[src/rtl/m2_block_scheduler.sv]
// Milestone 2 block sequencer: walks every 8x8 block of Y, U, V, overlaps FS/CS and CT/WS,
// generates per-block base addresses and shares the SRAM port between FS reads and WS writes.
module m2_block_scheduler #(
    parameter int unsigned Y_COLS     = 40,
    parameter int unsigned UV_COLS    = 20,
    parameter int unsigned ROWS       = 30,
    parameter int unsigned PRE_Y_BASE = 76800,
    parameter int unsigned PRE_U_BASE = 153600,
    parameter int unsigned PRE_V_BASE = 192000,
    parameter int unsigned OUT_Y_BASE = 0,
    parameter int unsigned OUT_U_BASE = 38400,
    parameter int unsigned OUT_V_BASE = 57600
) (
    input  logic        CLOCK_50_I,
    input  logic        Resetn,
    input  logic        M2_start,
    output logic        M2_done,
    output logic        fs_start,
    output logic        ct_start,
    output logic        cs_start,
    output logic        ws_start,
    input  logic        fs_done,
    input  logic        ct_done,
    input  logic        cs_done,
    input  logic        ws_done,
    output logic [17:0] fs_base,
    output logic [17:0] ws_base,
    input  logic [17:0] fs_sram_address,
    input  logic [17:0] ws_sram_address,
    input  logic [15:0] ws_sram_write_data,
    input  logic        ws_sram_we_n,
    output logic [17:0] SRAM_address,
    output logic [15:0] SRAM_write_data,
    output logic        SRAM_we_n
);

    typedef enum logic [2:0] {
        S_IDLE, S_LEAD_FS, S_LEAD_CT, S_MEGA_A, S_MEGA_B, S_LEAD_CS, S_LEAD_WS, S_DONE
    } state_t;

    typedef struct packed {
        logic [1:0] plane;
        logic [4:0] rb;
        logic [5:0] cb;
    } coord_t;

    localparam logic [1:0] P_Y = 2'd0;
    localparam logic [1:0] P_U = 2'd1;
    localparam logic [1:0] P_V = 2'd2;
    localparam coord_t LAST_BLOCK = '{plane: P_V, rb: 5'(ROWS - 1), cb: 6'(UV_COLS - 1)};

    function automatic logic [5:0] col_last(input logic [1:0] plane);
        return (plane == P_Y) ? 6'(Y_COLS - 1) : 6'(UV_COLS - 1);
    endfunction

    // Column fastest, then row, then plane; wraps V back to Y for the next frame.
    function automatic coord_t next_pos(input coord_t c);
        coord_t n;
        n = c;
        if (c.cb != col_last(c.plane)) begin
            n.cb = c.cb + 6'd1;
        end else begin
            n.cb = '0;
            if (c.rb != 5'(ROWS - 1)) begin
                n.rb = c.rb + 5'd1;
            end else begin
                n.rb    = '0;
                n.plane = (c.plane == P_V) ? P_Y : c.plane + 2'd1;
            end
        end
        return n;
    endfunction

    function automatic logic [17:0] fs_addr(input coord_t c);
        logic [17:0] row, col, base;
        row = 18'(c.rb);
        col = 18'(c.cb);
        case (c.plane)
            P_Y:     base = 18'(PRE_Y_BASE) + (row << 11) + (row << 9);
            P_U:     base = 18'(PRE_U_BASE) + (row << 10) + (row << 8);
            default: base = 18'(PRE_V_BASE) + (row << 10) + (row << 8);
        endcase
        return base + (col << 3);
    endfunction

    function automatic logic [17:0] ws_addr(input coord_t c);
        logic [17:0] row, col, base;
        row = 18'(c.rb);
        col = 18'(c.cb);
        case (c.plane)
            P_Y:     base = 18'(OUT_Y_BASE) + (row << 10) + (row << 8);
            P_U:     base = 18'(OUT_U_BASE) + (row << 9) + (row << 7);
            default: base = 18'(OUT_V_BASE) + (row << 9) + (row << 7);
        endcase
        return base + (col << 2);
    endfunction

    state_t r_state, w_state_nxt;
    coord_t r_fs_pos, r_ws_pos, w_fs_pos_nxt, w_ws_pos_nxt;
    logic   r_fetch_exhausted;
    logic   r_fs_flag, r_ct_flag, r_cs_flag, r_ws_flag;
    logic   r_fs_start, r_ct_start, r_cs_start, r_ws_start, r_m2_done;
    logic   w_fs_start, w_ct_start, w_cs_start, w_ws_start, w_m2_done;
    logic   w_fs_acc, w_ct_acc, w_cs_acc, w_ws_acc;
    logic   w_leave;
    logic [17:0] r_fs_base, r_ws_base;

    // A done counts only while its unit is owned by the state and not in its start cycle.
    assign w_fs_acc = fs_done & ~r_fs_start & (r_state == S_LEAD_FS || r_state == S_MEGA_A);
    assign w_ct_acc = ct_done & ~r_ct_start & (r_state == S_LEAD_CT || r_state == S_MEGA_B);
    assign w_cs_acc = cs_done & ~r_cs_start & (r_state == S_MEGA_A  || r_state == S_LEAD_CS);
    assign w_ws_acc = ws_done & ~r_ws_start & (r_state == S_MEGA_B  || r_state == S_LEAD_WS);

    assign w_fs_pos_nxt = w_fs_acc ? next_pos(r_fs_pos) : r_fs_pos;
    assign w_ws_pos_nxt = w_ws_acc ? next_pos(r_ws_pos) : r_ws_pos;

    always_ff @(posedge CLOCK_50_I or negedge Resetn) begin
        if (!Resetn) begin
            r_state <= S_IDLE;
        end else begin
            r_state <= w_state_nxt;
        end
    end

    always_comb begin
        w_state_nxt = r_state;
        w_fs_start  = 1'b0;
        w_ct_start  = 1'b0;
        w_cs_start  = 1'b0;
        w_ws_start  = 1'b0;
        w_m2_done   = 1'b0;
        w_leave     = 1'b0;
        case (r_state)
            S_IDLE: if (M2_start) begin
                w_state_nxt = S_LEAD_FS;
                w_fs_start  = 1'b1;
            end
            S_LEAD_FS: if (w_fs_acc) begin
                w_state_nxt = S_LEAD_CT;
                w_ct_start  = 1'b1;
            end
            S_LEAD_CT: if (w_ct_acc) begin
                w_state_nxt = S_MEGA_A;
                w_cs_start  = 1'b1;
                w_fs_start  = 1'b1;
            end
            S_MEGA_A: if ((r_cs_flag | w_cs_acc) && (r_fs_flag | w_fs_acc)) begin
                w_state_nxt = S_MEGA_B;
                w_ct_start  = 1'b1;
                w_ws_start  = 1'b1;
            end
            S_MEGA_B: begin
                w_leave = (r_ct_flag | w_ct_acc) && (r_ws_flag | w_ws_acc);
                if (w_leave) begin
                    w_cs_start = 1'b1;
                    if (r_fetch_exhausted) begin
                        w_state_nxt = S_LEAD_CS;
                    end else begin
                        w_state_nxt = S_MEGA_A;
                        w_fs_start  = 1'b1;
                    end
                end
            end
            S_LEAD_CS: if (w_cs_acc) begin
                w_state_nxt = S_LEAD_WS;
                w_ws_start  = 1'b1;
            end
            S_LEAD_WS: if (w_ws_acc) begin
                w_state_nxt = S_DONE;
                w_m2_done   = 1'b1;
            end
            S_DONE:  w_state_nxt = S_IDLE;
            default: w_state_nxt = S_IDLE;
        endcase
    end

    always_ff @(posedge CLOCK_50_I or negedge Resetn) begin
        if (!Resetn) begin
            r_fs_start        <= 1'b0;
            r_ct_start        <= 1'b0;
            r_cs_start        <= 1'b0;
            r_ws_start        <= 1'b0;
            r_m2_done         <= 1'b0;
            r_fs_flag         <= 1'b0;
            r_ct_flag         <= 1'b0;
            r_cs_flag         <= 1'b0;
            r_ws_flag         <= 1'b0;
            r_fetch_exhausted <= 1'b0;
            r_fs_pos          <= '0;
            r_ws_pos          <= '0;
            r_fs_base         <= 18'(PRE_Y_BASE);
            r_ws_base         <= 18'(OUT_Y_BASE);
        end else begin
            r_fs_start <= w_fs_start;
            r_ct_start <= w_ct_start;
            r_cs_start <= w_cs_start;
            r_ws_start <= w_ws_start;
            r_m2_done  <= w_m2_done;
            if (w_state_nxt != r_state) begin
                r_fs_flag <= 1'b0;
                r_ct_flag <= 1'b0;
                r_cs_flag <= 1'b0;
                r_ws_flag <= 1'b0;
            end else begin
                r_fs_flag <= r_fs_flag | w_fs_acc;
                r_ct_flag <= r_ct_flag | w_ct_acc;
                r_cs_flag <= r_cs_flag | w_cs_acc;
                r_ws_flag <= r_ws_flag | w_ws_acc;
            end
            if (r_state == S_IDLE) begin
                r_fetch_exhausted <= 1'b0;
            end else if (w_fs_acc && r_fs_pos == LAST_BLOCK) begin
                r_fetch_exhausted <= 1'b1;
            end
            r_fs_pos <= w_fs_pos_nxt;
            r_ws_pos <= w_ws_pos_nxt;
            // Bases load from the advanced coordinates so they are settled before the next start.
            r_fs_base <= fs_addr(w_fs_pos_nxt);
            r_ws_base <= ws_addr(w_ws_pos_nxt);
        end
    end

    always_comb begin
        SRAM_address    = '0;
        SRAM_write_data = '0;
        SRAM_we_n       = 1'b1;
        case (r_state)
            S_LEAD_FS, S_MEGA_A: SRAM_address = fs_sram_address;
            S_MEGA_B, S_LEAD_WS: begin
                SRAM_address    = ws_sram_address;
                SRAM_write_data = ws_sram_write_data;
                SRAM_we_n       = ws_sram_we_n;
            end
            default: ;
        endcase
    end

    assign fs_start = r_fs_start;
    assign ct_start = r_ct_start;
    assign cs_start = r_cs_start;
    assign ws_start = r_ws_start;
    assign M2_done  = r_m2_done;
    assign fs_base  = r_fs_base;
    assign ws_base  = r_ws_base;

endmodule

[config.mk]
export PLATFORM = sky130hd
export DESIGN_NAME = m2_block_scheduler
export DESIGN_NICKNAME = d
export VERILOG_FILES = /design/src/rtl/m2_block_scheduler.sv
export SDC_FILE = /design/constraint.sdc
export NUM_CORES = 1
export LEC_CHECK = 0
export BUFFER_PORTS_ARGS = -buffer_cell sky130_fd_sc_hd__buf_2
export CAP_MARGIN = 20
export CORE_MARGIN = 2
export CORE_UTILIZATION = 58
export CTS_BUF_LIST = sky130_fd_sc_hd__clkbuf_16
export CTS_CLUSTER_SIZE = 10
export DETAILED_ROUTE_END_ITERATION = 8
export GPL_ROUTABILITY_DRIVEN = 1
export PLACE_DENSITY = 0.87
export REMOVE_ABC_BUFFERS = 1
export SYNTH_ARGS = -nofsm -noshare
export SYNTH_HDL_FRONTEND = slang
export SYNTH_SLANG_ARGS = --single-unit
[constraint.sdc]
create_clock -name CLOCK_50_I -period 9.45 [get_ports CLOCK_50_I]
set_clock_uncertainty 0.1 [all_clocks]
set_input_delay 1.4175 -clock CLOCK_50_I [delete_from_list [all_inputs] [get_ports CLOCK_50_I]]
set_output_delay 1.4175 -clock CLOCK_50_I [all_outputs]
set_load 0.1 [all_outputs]
== Word level (Yosys, flattened, before mapping) ==
Index checks and enable logic that the tools add are counted.

* Register bits after elaboration: 75
* Latch bits: 0
* Bits in writable memories: 0
* ROM bits: 0
* Input bits: 60
* Output and inout port bits: 76
* Logic and storage cells: 134
* Memories kept: 0

* $add $sub $neg: 19
* Multiply operators: 0
* Divide/modulo/power cells: 0
* $lt $le $gt $ge: 0
* Eq/ne operators: 17
* Shifts and indexed selects: 0
* Muxes and demuxes: 48
* Bitwise gates (word level): 16
* Reductions and logical operators: 15

{| class="wikitable"
|+ Operators by type and width
! operator !! number
|-
| 18-bit one-hot mux with 2 select lines || 3
|-
| 17-bit by 12-bit adder with 18-bit output || 2
|-
| 18-bit by 13-bit adder with 18-bit output || 2
|-
| 18-bit by 15-bit adder with 18-bit output (first input constant) || 2
|-
| 16-bit by 14-bit adder with 17-bit output (first input constant) || 2
|-
| 13-bit 2-to-1 mux || 2
|-
| 3-bit 2-to-1 mux || 8
|-
| 6-bit 2-to-1 mux || 4
|-
| 3-bit one-hot mux with 8 select lines || 1
|-
| 17-bit by 16-bit adder with 18-bit output (first input constant) || 1
|-
| 18-bit by 14-bit adder with 18-bit output || 1
|-
| 18-bit by 8-bit adder with 18-bit output || 1
|-
| 18-bit by 9-bit adder with 18-bit output || 1
|-
| 1-bit 2-to-1 mux || 17
|-
| 15-bit by 13-bit adder with 16-bit output || 1
|-
| 16-bit 2-to-1 mux || 1
|-
| 7-bit 2-to-1 mux || 2
|-
| 13-bit equality test (second input constant) || 1
|-
| 6-bit by 1-bit adder with 6-bit output (second input constant) || 2
|-
| 3-bit equality test (second input constant) || 4
|-
| 6-bit != test || 2
|-
| 5-bit by 1-bit adder with 5-bit output (second input constant) || 2
|-
| 5-bit 2-to-1 mux || 2
|-
| 5-bit != test (second input constant) || 2
|-
| other kinds (18) || 49
|}

== Depth between registers and ports, before layout ==
* Depth in word-level cells: 9
* Depth in mapped cells: 21
* Mapped depth without buffers: 20

== Least setup slack after synthesis ==
No wires, ideal clock.

* Path kind: input -> register
* From: in fs_done
* To: reg r_fs_base[17], in the netlist fs_base[17]
* Setup time: 0.079 ns
* Data arrival time: 5.308 ns
* Required time: 9.271 ns
* Slack: 3.963 ns
* Cell stages on the path: 18
* Path buffers: 1
* Cell sequence: nor4bb_1 buf_2 nand2_1 or3_4 xor2_1 nor2_1 inv_1 ha_1 ha_1 inv_1 a22o_1 a21o_1 xnor3_1 mux4_2 mux2i_1 nand3_2 nor3_2 xor2_1

{| class="wikitable"
|+ RTL lines
! what !! RTL line !! RTL
|-
| start, declared || 22 || <nowiki>input logic fs_done,</nowiki>
|-
| end signal, assigned || 191 || <nowiki>r_fs_base <= 18'(PRE_Y_BASE);</nowiki>
|-
| end signal, assigned || 218 || <nowiki>r_fs_base <= fs_addr(w_fs_pos_nxt);</nowiki>
|-
| end, declared || 106 || <nowiki>logic [17:0] r_fs_base, r_ws_base;</nowiki>
|}

==> flow_summary.toml <==
[floorplan]
dieArea_um2 = 9600
core-area_um2 = 8640
die_y_um = 98.0
ios = 136
rows = 34
die_w_um = 98.0
start_util_pct = 59.3

[clock_network]
htreeDepth = 3
clkTransAtPathRegs_ns = 0.06
tritoncts = "done"
numCtsBuffers = 9
insertion_delay_ns = 0.33
clockBufferDepth = 2
cts.root.buffer_cell = "clkbuf_16"
ctsResizeCount = 0
postCtsSetupRepairBufs = 0
cts-hold-fix-buffers = 0
clock-sinks = 60

[global_routing]
track_usage_pct = 28.7
grt_pass1_vias = 4678
grt_overflow = 0
grt_pass1_wl_um = 22300
grt_antenna_before_repair = 3
grt_start_max_net_pins = 61

[job]
max-cap-violations = 0

[synth]
synth-main-ff-cell = "dfrtp_1"
yosys.area.top_type = "dfrtp_1"
yosys-top-cells-area = "dfrtp_1 (27%), ha_1 (9.8%), nand2_1 (4.0%), xnor2_1 (3.9%), a22o_1 (3.4%)"
synth_edf_count = 0
netlist_instances = 580
synthArstFlopShare_pct = 100
yosysTopAreaCellShare_pct = 27.4
postSynthAreaPerCell_um2 = 8.83
synth-seq-cells = 60
yosysUniqueCellTypes = 86
netlist_area_um2 = 5120
synth_warnings = 0
synth.yosys.seq_area_share_pct = 29.4

[sta]
finalSetupViolCount = 0
setup_slack_ns = 3.61
tns_ns = 0
relSlewSlack_pct = 49.3
grt_setup_unrepaired = "false"
min_period_ns = 5.84
fmax_ghz = 0.171
report.final.slew_viol_count = 0
final_hold_viol_count = 0
finalCritPeriodShare_pct = 61.8
tightest_slew_ns = 0.757

[placed_design]
dp_hpwl_um = 10600
place_congestion = 0.947
post-place-ws_ns = 3.33
port_buffers = 130
dp.cells = 791

[layout]
final_core_util_pct = 70.6
finalNetCount = 797
final_cells = 811
fill_cells = 668
area_growth_pct = 19.0
drive_gt1_share_pct = 27.3

[power_and_ir_drop]
power_density_nw_per_um2 = 247
leakagePower_uw = 0.00292
vdd_drop_max_v = 0.000268

[status]
outcome = "completed"

[critical_path]
critPathArrivalTime_ns = 5.99
end_kind = "flip-flop"
r2r_start = "r_state[0]$_DFF_PN0_"
crit_type = "input pin to flip-flop"
cpPeakStageDelay_ns = 0.61
crit_family = "simple AND/OR/NAND/NOR gates"
required_ns = 9.60
critPathLaunchType = "input pin"
reg2reg_depth = 20
cp_slowest_cell = "nor2_1"
reg2reg_setup_slack_ns = 4.12
worstPathMaxFanout = 12
crit_chain = "buf_2, nor4bb_1, buf_4, nand3_1, nor2_1, nor2_1, ha_1, xnor2_1, inv_1, ha_1, o21bai_1, a21o_1, a21oi_1, xor2_1, mux4_2, mux2i_1, nand3_2, nor3_2, xor2_1"
cp_num_buf_inv = 3
rr_endpoint = "fs_base[17]$_DFF_PN0_"

[hold_path]
hold_depth = 2
hold_path.class = "flip-flop to flip-flop"
min_from = "r_cs_flag$_DFF_PN0_"
whs_endpoint = "r_cs_flag$_DFF_PN0_"

[routing]
drcViolationCount = 0
dr.pass1.iters = 5
wl_um = 14000
post_drt_via_cell_ratio = 6.02
ant_nets = 0
drtIter0Drc = 316
via_count = 4883
routedWlPerCell_um = 17.3
[cell usage in the layout, fill, tap and decap left out, types with 4 or more instances in the layout]
master       n
dfstp_2      4
xor2_1      14
nor2b_1     10
mux2_2       5
nand3_1     17
conb_1       6
buf_2      130
a211oi_1     4
xnor2_1     23
nand2_1     55
mux2i_1      5
nor3_1      21
and2_1      20
nor2_1      39
o21ai_0     26
a21o_1      14
ha_1        40
a22o_1      20
a31oi_1      7
and3_1       4
nand4_1      8
dfrtp_1     56
o21bai_1     6
clkbuf_16    9
inv_1       36
a21oi_1     18
nor4_1       7
nand2b_1     9
[state kept, by name, summed over array words and instances (netlist names)]
register,count
r_fs_flag,1
r_cs_flag,1
ct_start,1
r_ct_flag,1
r_ws_pos,8
fs_base,15
r_ws_flag,1
r_fs_pos,8
M2_done,1
r_state,3
fs_start,1
r_fetch_exhausted,1
ws_base,16
ws_start,1
cs_start,1
[power breakdown]
| part | switching [uW] | leakage (uW) | internal, uW |
|---|---|---|---|
| combinational | 632 | 0.00200 | 142 |
| sequential | 56.0 | 0.000758 | 297 |
| clock | 125 | 0.000163 | 257 |
| total | 813 | 0.00292 | 696 |
[worst max path at each step]
stage	startpoint	end	slack, ns	cells after the start
2_1_floorplan	fs_done	fs_base[17]$_DFF_PN0_	3.55	17
3_3_place_gp	fs_done	fs_base[17]$_DFF_PN0_	3.40	19
3_5_place_dp	fs_done	fs_base[17]$_DFF_PN0_	3.33	19
4_1_cts	fs_done	fs_base[17]$_DFF_PN0_	3.63	19
5_1_grt	fs_done	fs_base[17]$_DFF_PN0_	3.23	19
6_report	fs_done	fs_base[17]$_DFF_PN0_	3.61	19
[cells by family after synthesis]
logic type	synth area share (%)
other cells	0.0732
xor+xnor	6.76
mux	2.81
compound gates	20.8
buf+inv	6.91
simple gates	22.7
flops	29.4
fa+ha+maj	10.5
[layer usage]
layer	track usage, %	vias to the layer above	part of all wire, %
li1	-	2293	-
met1	34.7	2285	40
met4	12.0	0	3.2
met3	6.59	37	7.4
met2	49.4	268	50
met5	0	-	0
[tightest hold or removal path: cells and delay by family (launching register included)]
family          cells  cell delay [ns]
flops               1             0.32
simple gates        1             0.10
compound gates      1             0.05
[metrics by stage]
step,total power [uW],cell area (um^2),hold slack (ns)
after global routing,1570,6100,0.447
after floorplan,983,4920,0.365
final,1510,6100,0.407
after CTS,1510,6070,0.404
after detailed placement,1120,5730,0.391
after global placement,1110,5730,0.384
[synth_stat cells, drive strengths merged (12+ instances only)]
library cell / number
ha: 40
xor2: 14
nand2: 57
a21oi: 18
a22o: 20
nor2: 43
nor3: 22
clkbuf: 12
o21ai: 30
nand3: 18
inv: 36
xnor2: 23
dfrtp: 56
buf: 23
a21o: 14
and2: 20
[area by class of cell]
class                           instances  area [um^2]  share of cell area, %
Multi-Input combinational cell        454         3280                   53.9
Sequential cell                        60         1510                   24.7
Clock inverter                          7          115                   1.89
Clock buffer                            9          225                   3.69
Antenna cell                            3         7.51                  0.123
Inverter                               36          135                   2.22
Timing Repair Buffer                  134          688                   11.3
Tap cell                              108          135                   2.22
No activity file was read; power rests on OpenSTA's default activity.
